`config.mk`:
```
export PLATFORM = sky130hd
export DESIGN_NAME = pipeline_hazard_ctrl
export DESIGN_NICKNAME = d
export VERILOG_FILES = /design/src/rtl/pipe_ctrl_pkg.sv /design/src/rtl/hazard_sat_counter.sv /design/src/rtl/pipeline_hazard_ctrl.sv
export SDC_FILE = /design/constraint.sdc
export NUM_CORES = 1
export LEC_CHECK = 0
export BUFFER_PORTS_ARGS = -buffer_cell sky130_fd_sc_hd__buf_2
export CORE_ASPECT_RATIO = 0.6
export CORE_MARGIN = 2
export CORE_UTILIZATION = 45
export CTS_CLUSTER_SIZE = 20
export DETAILED_ROUTE_END_ITERATION = 8
export PLACE_DENSITY = 0.69
export SKIP_CTS_REPAIR_TIMING = 1
export SLEW_MARGIN = 10
export SYNTH_ARGS = -nofsm -noshare
export SYNTH_HDL_FRONTEND = slang
export SYNTH_HIERARCHICAL = 1
export SYNTH_SLANG_ARGS = --single-unit
```
`constraint.sdc`:
```
create_clock -name clk_I -period 5.7 [get_ports clk_I]
set_clock_uncertainty 0.05 [all_clocks]
set_input_delay 0.57 -clock clk_I [delete_from_list [all_inputs] [get_ports clk_I]]
set_output_delay 0.57 -clock clk_I [all_outputs]
set_load 0.02 [all_outputs]
```
`src/rtl/pipe_ctrl_pkg.sv`:
```
// ----------------------------------------------------------------------------
// pipe_ctrl_pkg : shared types and constants for the RV32I pipeline controller
// Rev 1.0
// ----------------------------------------------------------------------------
`default_nettype none

package pipe_ctrl_pkg;

  typedef enum logic [1:0] {
    RUN      = 2'd0,
    MEM_WAIT = 2'd1,
    HALT     = 2'd2
  } state_e;

  localparam logic [4:0]  REG_ZERO  = 5'd0;
  localparam logic [31:0] NOP_INSTR = 32'h0000_0013;  // addi x0, x0, 0

endpackage

`default_nettype wire

```
`src/rtl/hazard_sat_counter.sv`:
```
// ----------------------------------------------------------------------------
// hazard_sat_counter : event counter that holds at all-ones instead of wrapping
// Rev 1.0
// ----------------------------------------------------------------------------
`default_nettype none

module hazard_sat_counter #(
  parameter int CNT_W = 32
) (
  input  logic             clk_I,
  input  logic             reset_I,
  input  logic             inc_I,
  output logic [CNT_W-1:0] count_O
);

  localparam logic [CNT_W-1:0] ONE = CNT_W'(1);

  logic [CNT_W-1:0] count_q;

  always_ff @(posedge clk_I or negedge reset_I) begin
    if (!reset_I) begin
      count_q <= '0;
    end else if (inc_I && (count_q != '1)) begin
      count_q <= count_q + ONE;
    end
  end

  assign count_O = count_q;

endmodule

`default_nettype wire

```
`src/rtl/pipeline_hazard_ctrl.sv`:
```
// ----------------------------------------------------------------------------
// pipeline_hazard_ctrl : stall/flush control, memory-wait watchdog, perf counters
// Rev 1.0
// ----------------------------------------------------------------------------
`default_nettype none

module pipeline_hazard_ctrl
  import pipe_ctrl_pkg::*;
#(
  parameter int MEM_TIMEOUT = 16,
  parameter int CNT_W       = 32
) (
  input  logic             clk_I,
  input  logic             reset_I,
  input  logic [4:0]       idRs1Addr_I,
  input  logic [4:0]       idRs2Addr_I,
  input  logic             idUsesRs1_I,
  input  logic             idUsesRs2_I,
  input  logic [4:0]       exRdAddr_I,
  input  logic             exMemRead_I,
  input  logic             exBranchTaken_I,
  input  logic             memReq_I,
  input  logic             memReady_I,
  output logic             pcEnable_O,
  output logic             ifIdEnable_O,
  output logic             ifIdFlush_O,
  output logic             idExEnable_O,
  output logic             idExFlush_O,
  output logic             exMemEnable_O,
  output logic             memWbEnable_O,
  output logic             halted_O,
  output logic [CNT_W-1:0] stallCycles_O,
  output logic [CNT_W-1:0] flushCount_O
);

  localparam logic [7:0] WAIT_LIMIT = 8'(MEM_TIMEOUT - 1);

  state_e     state_q, state_d;
  logic [7:0] waitCnt_q, waitCnt_d;
  logic       memWait;
  logic       loadUse;
  logic       stallInc;
  logic       flushInc;

  assign memWait = memReq_I & ~memReady_I;

  assign loadUse = exMemRead_I & (exRdAddr_I != REG_ZERO) &
                   ((idUsesRs1_I & (idRs1Addr_I == exRdAddr_I)) |
                    (idUsesRs2_I & (idRs2Addr_I == exRdAddr_I)));

  always_ff @(posedge clk_I or negedge reset_I) begin
    if (!reset_I) begin
      state_q   <= RUN;
      waitCnt_q <= 8'd0;
    end else begin
      state_q   <= state_d;
      waitCnt_q <= waitCnt_d;
    end
  end

  always_comb begin
    state_d       = state_q;
    waitCnt_d     = waitCnt_q;
    pcEnable_O    = 1'b1;
    ifIdEnable_O  = 1'b1;
    ifIdFlush_O   = 1'b0;
    idExEnable_O  = 1'b1;
    idExFlush_O   = 1'b0;
    exMemEnable_O = 1'b1;
    memWbEnable_O = 1'b1;
    stallInc      = 1'b0;
    flushInc      = 1'b0;

    case (state_q)
      RUN, MEM_WAIT: begin
        if (memWait) begin
          // Whole pipeline holds, so any branch/load-use reappears on release.
          pcEnable_O    = 1'b0;
          ifIdEnable_O  = 1'b0;
          idExEnable_O  = 1'b0;
          exMemEnable_O = 1'b0;
          memWbEnable_O = 1'b0;
          stallInc      = 1'b1;
          if (state_q == RUN) begin
            state_d   = MEM_WAIT;
            waitCnt_d = 8'd1;
          end else if (waitCnt_q == WAIT_LIMIT) begin
            state_d = HALT;
          end else begin
            waitCnt_d = waitCnt_q + 8'd1;
          end
        end else begin
          state_d   = RUN;
          waitCnt_d = 8'd0;
          if (exBranchTaken_I) begin
            ifIdFlush_O = 1'b1;
            idExFlush_O = 1'b1;
            flushInc    = 1'b1;
          end else if (loadUse) begin
            pcEnable_O   = 1'b0;
            ifIdEnable_O = 1'b0;
            idExFlush_O  = 1'b1;
            stallInc     = 1'b1;
          end
        end
      end

      HALT: begin
        pcEnable_O    = 1'b0;
        ifIdEnable_O  = 1'b0;
        idExEnable_O  = 1'b0;
        exMemEnable_O = 1'b0;
        memWbEnable_O = 1'b0;
      end

      default: begin
        pcEnable_O    = 1'b0;
        ifIdEnable_O  = 1'b0;
        idExEnable_O  = 1'b0;
        exMemEnable_O = 1'b0;
        memWbEnable_O = 1'b0;
        state_d       = RUN;
        waitCnt_d     = 8'd0;
      end
    endcase
  end

  assign halted_O = (state_q == HALT);

  hazard_sat_counter #(.CNT_W(CNT_W)) u_stall_cnt (
    .clk_I   (clk_I),
    .reset_I (reset_I),
    .inc_I   (stallInc),
    .count_O (stallCycles_O)
  );

  hazard_sat_counter #(.CNT_W(CNT_W)) u_flush_cnt (
    .clk_I   (clk_I),
    .reset_I (reset_I),
    .inc_I   (flushInc),
    .count_O (flushCount_O)
  );

endmodule

`default_nettype wire

```
; ---- Yosys cells after proc, flatten, opt, wreduce, memory -nomap -nowiden
; Index checks and enable logic that the tools add are counted.
; Widths: inputs -> output; s select.
[totals]
reg_bits = 74
latch_bits = 0
ramBits = 0
romBits = 0
elab_cells = 55
memories = 0
[classes]
add_sub_neg = 3
mul = 0
div_mod_pow = 0
order_cmp = 0
n_eq_ne = 9
shift = 0
n_mux = 24
n_bitwise = 8
reduce_logical = 7
[ops]
columns = operator, count
row1 = $add 32x1->32 const B, 2
row2 = $ne 32x32->1 const B, 2
row3 = $mux 8, 3
row4 = $mux 1, 16
row5 = $pmux 8 s2, 1
row6 = $eq 5x5->1, 2
row7 = $add 8x1->8 const B, 1
row8 = $eq 8x4->1 const B, 1
row9 = $ne 4x4->1 const B, 2
row10 = $mux 2, 3
row11 = $and 1x1->1, 5
row12 = $reduce_bool 5->1, 1
row13 = $pmux 2 s2, 1
row14 = $reduce_and 2->1, 2
row15 = $eq 2x1->1 const B, 1
row16 = $eq 2x2->1 const B, 1
row17 = $logic_and 1x1->1, 2
row18 = $logic_not 2->1, 1
row19 = $not 1->1, 2
row20 = $reduce_or 2->1, 1
row21 = $or 1x1->1, 1

; ---- Depth between registers and ports, before layout
; Gate-level depths: netlist (run 1).
[depth]
ltp_word = 9
depth_mapped = 10
depth_no_buf = 9

; ---- By module
; The synthesis (run 1) kept the hierarchy.
[modules_own_cells]
columns = module, n_inst, cells_per_inst, area_each_um2, seq_area_each_um2
row1 = hazard_sat_counter, 2, 151, 1624.1, 800.8
row2 = pipeline_hazard_ctrl, 1, 78, 745.7, 250.2

; ---- Worst setup path after synthesis (run 1)
; Ideal clock, no wire load.
[synth_timing]
path_type = input -> register
start = input exRdAddr_I[3]
end = register u_stall_cnt.count_q[29], in the netlist u_stall_cnt/count_O[29]
arrival_ns = 2.728
required_ns = 5.570
slack_ns = 2.842
cell_stages = 10
cell_sequence = xor2_1 nor4_2 a32oi_1 o41ai_2 and3_1 nor2b_1 clkbuf_1 nand4_1 nor4_2 xor2_1
[synth_between]
elab_chain_cells = 9
[synth_lines]
columns = item, line_no
row1 = from (decl), pipeline_hazard_ctrl.sv:19  ; input logic [4:0] exRdAddr_I,
row2 = "$eq 5x5->1, on equally long branches", "pipeline_hazard_ctrl.sv:48, pipeline_hazard_ctrl.sv:49"
row3 = "$and 1x1->1, on equally long branches", "pipeline_hazard_ctrl.sv:48, pipeline_hazard_ctrl.sv:49"
row4 = $or 1x1->1, pipeline_hazard_ctrl.sv:48  ; ((idUsesRs1_I & (idRs1Addr_I == exRdAddr_I)) |
row5 = $and 1x1->1 (*), pipeline_hazard_ctrl.sv:47  ; assign loadUse = exMemRead_I & (exRdAddr_I != REG_ZERO) &
row6 = $mux 1 (*), pipeline_hazard_ctrl.sv:99  ; end else if (loadUse) begin
row7 = $mux 1 (*), pipeline_hazard_ctrl.sv:95  ; if (exBranchTaken_I) begin
row8 = $mux 1 (*), pipeline_hazard_ctrl.sv:76  ; if (memWait) begin
row9 = $mux 1 (*), pipeline_hazard_ctrl.sv:74  ; case (state_q)
row10 = named net stallInc, pipeline_hazard_ctrl.sv:42  ; logic stallInc;
row11 = $logic_and 1x1->1 (*), hazard_sat_counter.sv:23  ; end else if (inc_I && (count_q != '1)) begin
row12 = to (signal assigned), hazard_sat_counter.sv:24  ; count_q <= count_q + ONE;
row13 = to (decl), hazard_sat_counter.sv:18  ; logic [CNT_W-1:0] count_q;
; The timed path passes the listed nets; every way through them passes the cells marked *.
; A chain may end at the register's enable or synchronous reset.

; ---- Worst setup path in the final report (run 1)
; Same ends and word-level chain as after synthesis.

==> insert_results.sql, run 1 <==
INSERT INTO impl_metrics (metric_group, metric, value, unit) VALUES
('clocking', 'clock_tree.htree_level_count', '3', ''),
('global_route', 'grt_use_total', '0.210', ''),
('floorplanning', 'dieArea', '9670', 'µm²'),
('setup_path', 'crit_chain', 'buf_2 -> xor2_1 -> nor4_2 -> a32oi_1 -> o41ai_2 -> and3_1 -> nor2b_1 -> nand4_1 -> nor4_2 -> xor2_1', ''),
('power', 'cellLeakagePower', '0.00226', 'µW'),
('power', 'switching_power', '440', 'µW'),
('sta', 'timing.hold.ws', '385', 'ps'),
('setup_path', 'critical_path_required', '5900', 'ps'),
('yosys', 'synth.most_common_cell', 'sky130_fd_sc_hd__dfrtp_1', ''),
('run', 'drv.max_cap_violation_count', '0', ''),
('sta', 'post_route_minimum_period', '3110', 'ps'),
('power', 'p_seq_frac', '0.426', ''),
('sta', 'hold_viol', '0', ''),
('power', 'power.combinational.fraction', '0.162', ''),
('floorplanning', 'initial_utilization', '0.467', ''),
('setup_path', 'regToRegSetupSlack', '3070', 'ps'),
('floorplanning', 'floorplan.die.width', '126', 'µm'),
('finish', 'layout.area.seq', '1850', 'µm²'),
('drt', 'dr.pass1.iters', '5', ''),
('setup_path', 'critPathArrivalTime', '3320', 'ps'),
('floorplanning', 'core_region_area', '8560', 'µm²'),
('clocking', 'clock_tree.root_cell', 'sky130_fd_sc_hd__clkbuf_16', ''),
('place', 'post-place-ws', '2250', 'ps'),
('yosys', 'yosys_warnings', '6', ''),
('drt', 'route.met2.wl', '4100', 'µm'),
('setup_path', 'crit_path_capture_type', 'flip-flop', ''),
('sta', 'final.period_utilization', '0.546', ''),
('finish', 'final_core_area_utilization', '0.571', ''),
('place', 'gpl.final_weighted_congestion', '0.815', ''),
('setup_path', 'cp_slowest_cell', 'sky130_fd_sc_hd__o41ai_2', ''),
('setup_path', 'crit_path_start_kind', 'input port', ''),
('finish', 'antenna_cells_inserted', '0', ''),
('yosys', 'synthTopCellsByArea', 'sky130_fd_sc_hd__dfrtp_1 46%, sky130_fd_sc_hd__xnor2_1 11%, sky130_fd_sc_hd__nand4_1 4.7%, sky130_fd_sc_hd__xor2_1 4.2%, sky130_fd_sc_hd__nand3_1 4.1%', ''),
('yosys', 'async_reset_ff_frac', '1.00', ''),
('finish', 'fin_nets', '504', ''),
('drt', 'detailroute.via_count', '3360', ''),
('setup_path', 'critPathMaxFanout', '7', ''),
('clocking', 'cts.path.max_buffers', '2', ''),
('global_route', 'grt_max_degree', '75', ''),
('drt', 'drt.antenna.violating_nets', '0', ''),
('power', 'switching_share', '0.294', ''),
('clocking', 'cts_inserted_buffers', '9', ''),
('drt', 'via_cell_ratio', '5.65', ''),
('sta', 'totalNegativeSetupSlack', '0', 'ps'),
('sta', 'rsz0062_at_grt', 'false', ''),
('yosys', 'dominantRegCellSynth', 'sky130_fd_sc_hd__dfrtp_1', ''),
('global_route', 'antenna_violations_before_repair', '0', ''),
('power', 'ir_drop', '143', 'µV'),
('clocking', 'cts.reportedPaths.clkPinSlew', '60', 'ps'),
('yosys', 'postSynthAreaPerCell', '10.5', 'µm²'),
('yosys', 'number_of_flops_mapped_to_enable_cells_by_yosys', '0', ''),
('sta', 'finalWorstSetupSlack', '2590', 'ps'),
('setup_path', 'critPathMaxStageDelay', '660', 'ps'),
('status', 'run_status', 'finished clean', ''),
('finish', 'syn2layout_area_growth', '22.3', '%'),
('setup_path', 'r2r_end', 'u_flush_cnt/count_O[29]', ''),
('yosys', 'synthCells', '380', ''),
('sta', 'finalSetupViolCount', '0', ''),
('sta', 'worstMarginPinSlew', '921', 'ps'),
('yosys', 'synth_largest_area_cell', 'sky130_fd_sc_hd__dfrtp_1', ''),
('drt', 'wl_per_cell', '16.3', 'µm'),
('yosys', 'syn_area', '3990', 'µm²'),
('clocking', 'clock_sink_count', '74', ''),
('drt', 'initialDrtViolationCount', '269', ''),
('power', 'power.internal', '1060', 'µW'),
('setup_path', 'ff2ff_path_depth', '8', ''),
('finish', 'post_route_cells_drive_above_1_share', '0.286', ''),
('worst_hold_path', 'path_category_of_the_worst_min_delay_check', 'in -> async', ''),
('yosys', 'synth_top_area_frac', '0.464', ''),
('yosys', 'synthDistinctLibCells', '51', ''),
('yosys', 'syn_nets', '406', '');
[logic make-up (layout without fill, tap and decap cells)]
kind of cell | after synthesis | count (layout) | share of synthesized area
AOI/OAI and AO/OA | 34 | 34 | 0.0686
xor gates and xnor gates | 71 | 71 | 0.156
adders and majority gates | 3 | 3 | 0.00940
buffers and inverters | 13 | 116 | 0.0188
DFF | 74 | 74 | 0.464
muxes | 4 | 4 | 0.0113
and+or+nand+nor | 181 | 181 | 0.273
[registers in the layout, summed over array words and instances (netlist names)]
register / cells
waitCnt_q: 8
u_flush_cnt/count_O: 32
u_stall_cnt/count_O: 32
state_q: 2
[how the worst max path moves through the flow]
| stage | endpoint | slack [ps] | start | depth (start not counted) |
|---|---|---|---|---|
| after floorplan | u_stall_cnt/count_O[29] | 2840 | exRdAddr_I[3] | 10 |
| after global placement | u_stall_cnt/count_O[29] | 2380 | exRdAddr_I[3] | 10 |
| after detailed placement | u_stall_cnt/count_O[29] | 2250 | exRdAddr_I[3] | 10 |
| after CTS | u_stall_cnt/count_O[29] | 2610 | exRdAddr_I[3] | 10 |
| after global routing | u_stall_cnt/count_O[29] | 2370 | exRdAddr_I[3] | 10 |
| final | u_stall_cnt/count_O[29] | 2590 | exRdAddr_I[3] | 10 |
[critical path: cells and delay by family]
| family | cells | cell delay (ps) |
|---|---|---|
| and+or+nand+nor | 5 | 1440 |
| AOI/OAI and AO/OA | 2 | 850 |
| xor gates and xnor gates | 2 | 330 |
| buffers and inverters | 1 | 120 |
[area by class of cell]
| type | count | area share |
|---|---|---|
| clock buffer | 10 | 0.0489 |
| clock inverter | 6 | 0.0182 |
| inverter | 5 | 0.00384 |
| multi-input combinational | 293 | 0.423 |
| sequential | 74 | 0.379 |
| tap | 112 | 0.0287 |
| timing repair buffer | 95 | 0.0979 |
[placed cells by master (no fill, tap or decap), drive strengths merged, types with 2 or more instances in the layout]
cell      instances
a31oi             2
clkbuf           10
nor4             12
buf              95
nand2            42
xor2             19
nor3             12
or4               5
and3              5
ha                3
dfrtp            74
xnor2            52
o31ai             3
o211ai            5
nand4            32
o21ai             4
nor2b             3
nor2             18
mux2              4
clkinvlp          2
and4              8
nand3            35
a21oi             7
nand3b            4
o41ai             3
inv               6
a21o              2
bufinv            2
[power groups by stage]
stage               combinational [µW]  clock, µW  sequential [µW]
detailed placement                 245          0              646
floorplan                          101          0              686
CTS                                245        633              637
global placement                   238          0              642
finish                             242        618              637
global route                       263        657              647
[through the flow]
| step | cell area (µm²) | std cells | total power, µW |
|---|---|---|---|
| floorplan | 3990 | 380 | 787 |
| global placement | 4560 | 579 | 880 |
| detailed placement | 4560 | 579 | 891 |
| CTS | 4880 | 595 | 1520 |
| global route | 4880 | 595 | 1570 |
| finish | 4880 | 595 | 1500 |
[per-layer routing]
| metal | track usage | vias to the layer above |
|---|---|---|
| met2 | 0.290 | 142 |
| met4 | 0.0533 | 0 |
| met1 | 0.311 | 1613 |
| met3 | 0.0733 | 8 |
| li1 | - | 1597 |
| met5 | 0 | - |
No activity file was read; power rests on OpenSTA's default activity.
==> inputs of run 2 (changes only) <==
==> constraint.sdc (replaced) <==
create_clock -name clk_I -period 3.1 [get_ports clk_I]
set_clock_uncertainty 0.05 [all_clocks]
set_input_delay 0.31 -clock clk_I [delete_from_list [all_inputs] [get_ports clk_I]]
set_output_delay 0.31 -clock clk_I [all_outputs]
set_load 0.02 [all_outputs]
==> run 2 against run 1 <==
Net effect: sequential power grew 84%; non-clock buffer count is 6 higher; clock power grew 55%; first-iteration DRC count is 21% higher; final area down 0.15%; global-route usage is 0.39 points lower; utilization decreased by 0.088 points; sequential share of layout area is 0.058 points higher; critical path depth is 2 lower; register-to-register slack got worse by 2400 ps.
==> insert_results.sql, run 2 (same netlist as run 1, synthesis figures left out) <==
INSERT INTO impl_metrics (metric_group, metric, value, unit) VALUES
('sta', 'rsz0062_at_grt', 'false', ''),
('setup_path', 'critPathArrivalTime', '2560', 'ps'),
('power', 'power.internal', '1800', 'µW'),
('power', 'switching_share', '0.302', ''),
('floorplanning', 'pin_count', '95', ''),
('drt', 'dr.pass1.iters', '5', ''),
('drt', 'detailroute.via_count', '3365', ''),
('sta', 'final.period_utilization', '0.775', ''),
('finish', 'most-common-layout-cells', '94 x sky130_fd_sc_hd__buf_2, 74 x sky130_fd_sc_hd__dfrtp_1, 52 x sky130_fd_sc_hd__xnor2_1, 40 x sky130_fd_sc_hd__nand2_1, 33 x sky130_fd_sc_hd__nand3_1', ''),
('power', 'cellLeakagePower', '0.00227', 'µW'),
('clocking', 'clock_tree.htree_level_count', '3', ''),
('status', 'run_status', 'finished clean', ''),
('finish', 'stdcell_count', '600', ''),
('setup_path', 'crit_path_capture_type', 'flip-flop', ''),
('finish', 'syn2layout_area_growth', '22.1', '%'),
('power', 'ir_drop', '329', 'µV'),
('sta', 'hold_viol', '0', ''),
('clocking', 'clock_sink_count', '74', ''),
('floorplanning', 'core_region_area', '8560', 'µm²'),
('drt', 'via_cell_ratio', '5.61', ''),
('finish', 'final_common_cell', 'sky130_fd_sc_hd__buf_2', ''),
('finish', 'post_route_cells_drive_above_1_share', '0.287', ''),
('finish', 'fin_nets', '510', ''),
('setup_path', 'critical_path_required', '3260', 'ps'),
('drt', 'initialDrtViolationCount', '326', ''),
('drt', 'drt.antenna.violating_nets', '0', ''),
('finish', 'antenna_cells_inserted', '0', ''),
('clocking', 'cts_inserted_buffers', '9', ''),
('sta', 'worstMarginPinSlew', '596', 'ps'),
('floorplanning', 'die_y', '77.0', 'µm'),
('setup_path', 'crit_path_start_kind', 'flip-flop', ''),
('global_route', 'grt_max_degree', '28', ''),
('floorplanning', 'dieArea', '9670', 'µm²'),
('power', 'switching_power', '778', 'µW'),
('drt', 'detail_route.wirelength', '9640', 'µm'),
('place', 'portBuffers', '94', ''),
('clocking', 'cts.reportedPaths.clkPinSlew', '60', 'ps'),
('place', 'dpl.cell_count', '584', ''),
('sta', 'totalNegativeSetupSlack', '0', 'ps'),
('floorplanning', 'initial_utilization', '0.467', ''),
('clocking', 'cts.path.max_buffers', '2', ''),
('clocking', 'cts_tree', 'built', ''),
('global_route', 'via_count_of_the_first_global_routing_pass', '3053', ''),
('global_route', 'grt_use_total', '0.206', ''),
('power', 'p_seq_frac', '0.454', ''),
('drt', 'wl_per_cell', '16.1', 'µm'),
('sta', 'timing.hold.ws', '320', 'ps'),
('sta', 'fmax', '416', 'MHz'),
('global_route', 'antenna_violations_before_repair', '0', ''),
('setup_path', 'critical_path_class', 'reg -> reg', ''),
('floorplanning', 'floorplan.rows', '26', ''),
('sta', 'finalSetupViolCount', '0', ''),
('global_route', 'gr-total-overflow', '0', ''),
('sta', 'post_route_minimum_period', '2400', 'ps'),
('place', 'gpl.final_weighted_congestion', '0.855', ''),
('power', 'power_density', '529', 'nW/µm²'),
('floorplanning', 'floorplan.die.width', '126', 'µm'),
('finish', 'final_core_area_utilization', '0.570', ''),
('sta', 'relSlewSlack', '0.602', ''),
('power', 'clock_power_share', '0.370', ''),
('power', 'power.combinational.fraction', '0.176', ''),
('setup_path', 'critPathMaxFanout', '7', ''),
('clocking', 'worstSkewPairLatency', '330', 'ps'),
('worst_hold_path', 'path_category_of_the_worst_min_delay_check', 'in -> reg', ''),
('clocking', 'clock_tree.root_cell', 'sky130_fd_sc_hd__clkbuf_16', ''),
('place', 'place.detailed.hpwl', '7320', 'µm'),
('drt', 'drc', '0', ''),
('worst_hold_path', 'hold_depth', '3', ''),
('run', 'drv.max_cap_violation_count', '0', ''),
('sta', 'report.final.slew_viol_count', '0', ''),
('global_route', 'first_pass_grt_wire_length', '15800', 'µm'),
('setup_path', 'ff2ff_path_depth', '8', '');
## run 2: changes by cell type in the layout (fill, tap and decap cells not counted), sizes merged
cell         change
buf              +5
clkbuf           +3
bufinv           -2
clkinvlp         -1
dlygate4sd3      +1
inv              -1
## run 2: worst paths after layout
check,endpoint,slack [ps],startpoint
max,u_flush_cnt/count_O[25],700,state_q[1]
min,state_q[0],320,memReq_I
max reg2reg,u_flush_cnt/count_O[25],700,state_q[1]
min reg2reg,u_flush_cnt/count_O[31],440,u_flush_cnt/count_O[31]
max in group asynchronous,u_stall_cnt/count_O[22],1770,reset_I
min in group asynchronous,u_flush_cnt/count_O[20],460,reset_I
## run 2: worst max-delay path, cell delays in order (launching register included)
cell,delay (ps)
sky130_fd_sc_hd__dfrtp_1,450
sky130_fd_sc_hd__a21oi_1,390
sky130_fd_sc_hd__nand2_1,120
sky130_fd_sc_hd__inv_1,230
sky130_fd_sc_hd__and3_1,240
sky130_fd_sc_hd__nand3_1,210
sky130_fd_sc_hd__nor3_2,290
sky130_fd_sc_hd__nand4_1,140
sky130_fd_sc_hd__xnor2_1,160
## run 2: area by class of cell
class | count | area, µm²
fill | 747 | 3680
clock buffer | 13 | 260
inverter | 5 | 18.8
sequential | 74 | 1850
tap | 112 | 140
timing repair buffer | 101 | 526
clock inverter | 2 | 12.5
multi-input combinational | 293 | 2070
## run 2: layer usage
metal / routed length [µm] / part of all wire / track usage / vias up
li1: - / - / - / 1606
met1: 4870 / 0.51 / 0.316 / 1605
met2: 3830 / 0.40 / 0.271 / 142
met3: 840 / 0.087 / 0.0663 / 12
met4: 100 / 0.010 / 0.0622 / 0
met5: 0 / 0 / 0 / -
## run 2: power by group through the flow
stage | Sequential [µW] | Clock (µW) | Combinational, µW
5_1_grt | 1190 | 1020 | 495
3_5_place_dp | 1180 | 0 | 453
2_1_floorplan | 1260 | 0 | 186
3_3_place_gp | 1180 | 0 | 446
6_report | 1170 | 955 | 455
4_1_cts | 1170 | 975 | 454
## run 2: stage by stage
step,power (µW),cell area (µm²),worst slack (ps)
5_1_grt,2710,4880,412
4_1_cts,2600,4870,691
3_5_place_dp,1640,4590,373
3_3_place_gp,1620,4590,422
6_report,2580,4880,699
2_1_floorplan,1450,3990,502
==> inputs of run 3 (changes only) <==
==> constraint.sdc (replaced) <==
create_clock -name clk_I -period 2.3 [get_ports clk_I]
set_clock_uncertainty 0.05 [all_clocks]
set_input_delay 0.23 -clock clk_I [delete_from_list [all_inputs] [get_ports clk_I]]
set_output_delay 0.23 -clock clk_I [all_outputs]
set_load 0.02 [all_outputs]
==> run 3 against run 2 <==
Net effect: sequential share of layout area shrank 1.9 points; setup slack lost 570 ps; count of clock-buffer cells in the layout shrank 3; wire length grew 5.0%; register-to-register slack lost 570 ps; via count grew 0.56%; sequential cell count is the same; global-route usage grew 1.4 points; die area is the same; first-iteration DRC count shrank 8.6%; largest cell class unchanged; utilization grew 3.1 points; highest routed layer unchanged; critical path type unchanged; final area grew 5.4%.
==> insert_results.sql, run 3 (same netlist as run 1, synthesis figures left out) <==
INSERT INTO impl_metrics (metric_group, metric, value, unit) VALUES
('setup_path', 'r2r_start', 'u_stall_cnt/count_O[4]', ''),
('setup_path', 'r2r_end', 'u_stall_cnt/count_O[24]', ''),
('finish', 'syn2layout_area_growth', '28.6', '%'),
('floorplanning', 'floorplan.rows', '26', ''),
('global_route', 'grt_use_total', '0.220', ''),
('clocking', 'cts_tree', 'built', ''),
('sta', 'relSlewSlack', '0.689', ''),
('clocking', 'clock_tree.root_cell', 'sky130_fd_sc_hd__clkbuf_16', ''),
('global_route', 'gr-total-overflow', '0', ''),
('floorplanning', 'die_y', '77.0', 'µm'),
('floorplanning', 'initial_utilization', '0.467', ''),
('setup_path', 'critPathMaxFanout', '7', ''),
('setup_path', 'ff2ff_path_depth', '5', ''),
('drt', 'dr.pass1.iters', '5', ''),
('setup_path', 'setup.worst_path.start', 'u_stall_cnt/count_O[4]', ''),
('power', 'cellLeakagePower', '0.00242', 'µW'),
('floorplanning', 'floorplan.die.width', '126', 'µm'),
('power', 'ir_drop', '427', 'µV'),
('finish', 'final_core_area_utilization', '0.600', ''),
('clocking', 'cts.reportedPaths.clkPinSlew', '60', 'ps'),
('drt', 'initialDrtViolationCount', '298', ''),
('global_route', 'gr_layer_usage_met1', '0.327', ''),
('drt', 'detail_route.wirelength', '10100', 'µm'),
('setup_path', 'critical_path_required', '2480', 'ps'),
('sta', 'post_route_minimum_period', '2170', 'ps'),
('clocking', 'clock_tree.htree_level_count', '3', ''),
('finish', 'most-common-layout-cells', '94 x sky130_fd_sc_hd__buf_2, 74 x sky130_fd_sc_hd__dfrtp_1, 52 x sky130_fd_sc_hd__xnor2_1, 40 x sky130_fd_sc_hd__nand2_1, 32 x sky130_fd_sc_hd__nand3_1', ''),
('place', 'gpl.final_weighted_congestion', '0.864', ''),
('floorplanning', 'pin_count', '95', ''),
('setup_path', 'crit_path_capture_type', 'flip-flop', ''),
('floorplanning', 'dieArea', '9670', 'µm²'),
('setup_path', 'regToRegSetupSlack', '130', 'ps'),
('sta', 'totalNegativeSetupSlack', '0', 'ps'),
('run', 'drv.max_cap_violation_count', '0', ''),
('clocking', 'cts.path.max_buffers', '2', ''),
('sta', 'rsz0062_at_grt', 'false', ''),
('drt', 'drc', '0', ''),
('sta', 'worstMarginPinSlew', '462', 'ps'),
('sta', 'fmax', '460', 'MHz'),
('drt', 'detailroute.via_count', '3384', ''),
('finish', 'antenna_cells_inserted', '0', ''),
('floorplanning', 'core_region_area', '8560', 'µm²'),
('global_route', 'global_route.peak_usage_layer', 'met1', ''),
('sta', 'hold_viol', '0', ''),
('drt', 'drt.antenna.violating_nets', '0', ''),
('global_route', 'via_count_of_the_first_global_routing_pass', '3241', ''),
('clocking', 'clock_sink_count', '74', ''),
('setup_path', 'critPathArrivalTime', '2350', 'ps'),
('clocking', 'worstSkewPairLatency', '340', 'ps'),
('global_route', 'gr-usage-met3', '0.0803', ''),
('global_route', 'globalRouteMet2Util', '0.301', ''),
('global_route', 'antenna_violations_before_repair', '0', ''),
('sta', 'finalSetupViolCount', '0', ''),
('global_route', 'grt_max_degree', '75', ''),
('setup_path', 'critical_path_class', 'reg -> reg', ''),
('drt', 'wl_per_cell', '16.3', 'µm'),
('clocking', 'cts_inserted_buffers', '9', ''),
('finish', 'post_route_cells_drive_above_1_share', '0.330', ''),
('place', 'place.detailed.hpwl', '7310', 'µm'),
('status', 'run_status', 'finished clean', ''),
('place', 'portBuffers', '94', ''),
('setup_path', 'endpoint', 'u_stall_cnt/count_O[24]', ''),
('worst_hold_path', 'min_from', 'memReq_I', ''),
('finish', 'final_common_cell', 'sky130_fd_sc_hd__buf_2', ''),
('sta', 'report.final.slew_viol_count', '0', ''),
('global_route', 'first_pass_grt_wire_length', '16700', 'µm'),
('finish', 'design_area', '5140', 'µm²'),
('sta', 'final.period_utilization', '0.945', ''),
('finish', 'fin_nets', '530', ''),
('place', 'place_area', '4760', 'µm²'),
('worst_hold_path', 'path_category_of_the_worst_min_delay_check', 'in -> reg', ''),
('drt', 'via_cell_ratio', '5.45', ''),
('setup_path', 'crit_path_start_kind', 'flip-flop', ''),
('power', 'power_density', '729', 'nW/µm²');
run 3: cell types whose count changed in the layout (fill, tap and decap cells not counted), sizes merged:
cell and delta:
buf +20, bufinv +2, clkbuf -3, clkinv +3, clkinvlp -1
run 3: power by group:
group          switching [µW]  leakage (µW)  internal (µW)
clock network             565      0.000157            953
registers                 172       0.00101           1410
logic                     389       0.00125            253
total                    1130       0.00242           2620
run 3: worst max-delay path, cell delays in order (launching register included):
cell                       delay, ps
sky130_fd_sc_hd__dfrtp_1         430
sky130_fd_sc_hd__nand3_2         190
sky130_fd_sc_hd__or4_4           630
sky130_fd_sc_hd__nor4_1          380
sky130_fd_sc_hd__o211ai_1        210
sky130_fd_sc_hd__xnor2_1         170
run 3: cell type report:
cell class                      instances  area (µm²)
Clock inverter                          6        91.3
Timing Repair Buffer                  121         688
Inverter                                5        18.8
Clock buffer                           10         229
Tap cell                              112         140
Multi-Input combinational cell        293        2120
Sequential cell                        74        1850
Fill cell                             739        3420
run 3: through the flow:
step / hold slack, ps / cells / setup WS, ps / total power [µW]
after global placement: 244 / 602 / -227 / 2210
after CTS: -123 / 618 / 2.08 / 3770
after detailed placement: 240 / 602 / -306 / 2230
after global routing: 293 / 621 / 7.49 / 3910
after floorplan: -116 / 380 / -97.9 / 1950
final: 268 / 621 / 126 / 3740
run 3: worst min path at each step:
stage,depth (start not counted),slack (ps),endpoint
finish,3,270,state_q[0]
global placement,2,240,u_flush_cnt/count_O[21]
detailed placement,2,240,u_flush_cnt/count_O[20]
floorplan,0,-120,state_q[0]
global route,3,290,state_q[0]
CTS,2,-120,u_flush_cnt/count_O[20]
run 3: routing by layer:
layer  share of wire  vias up  wire (µm)
met5               0        -          0
met4           0.015        0        149
met3           0.070       18        713
met2            0.42       96       4230
met1            0.50     1622       5030
li1                -     1648          -
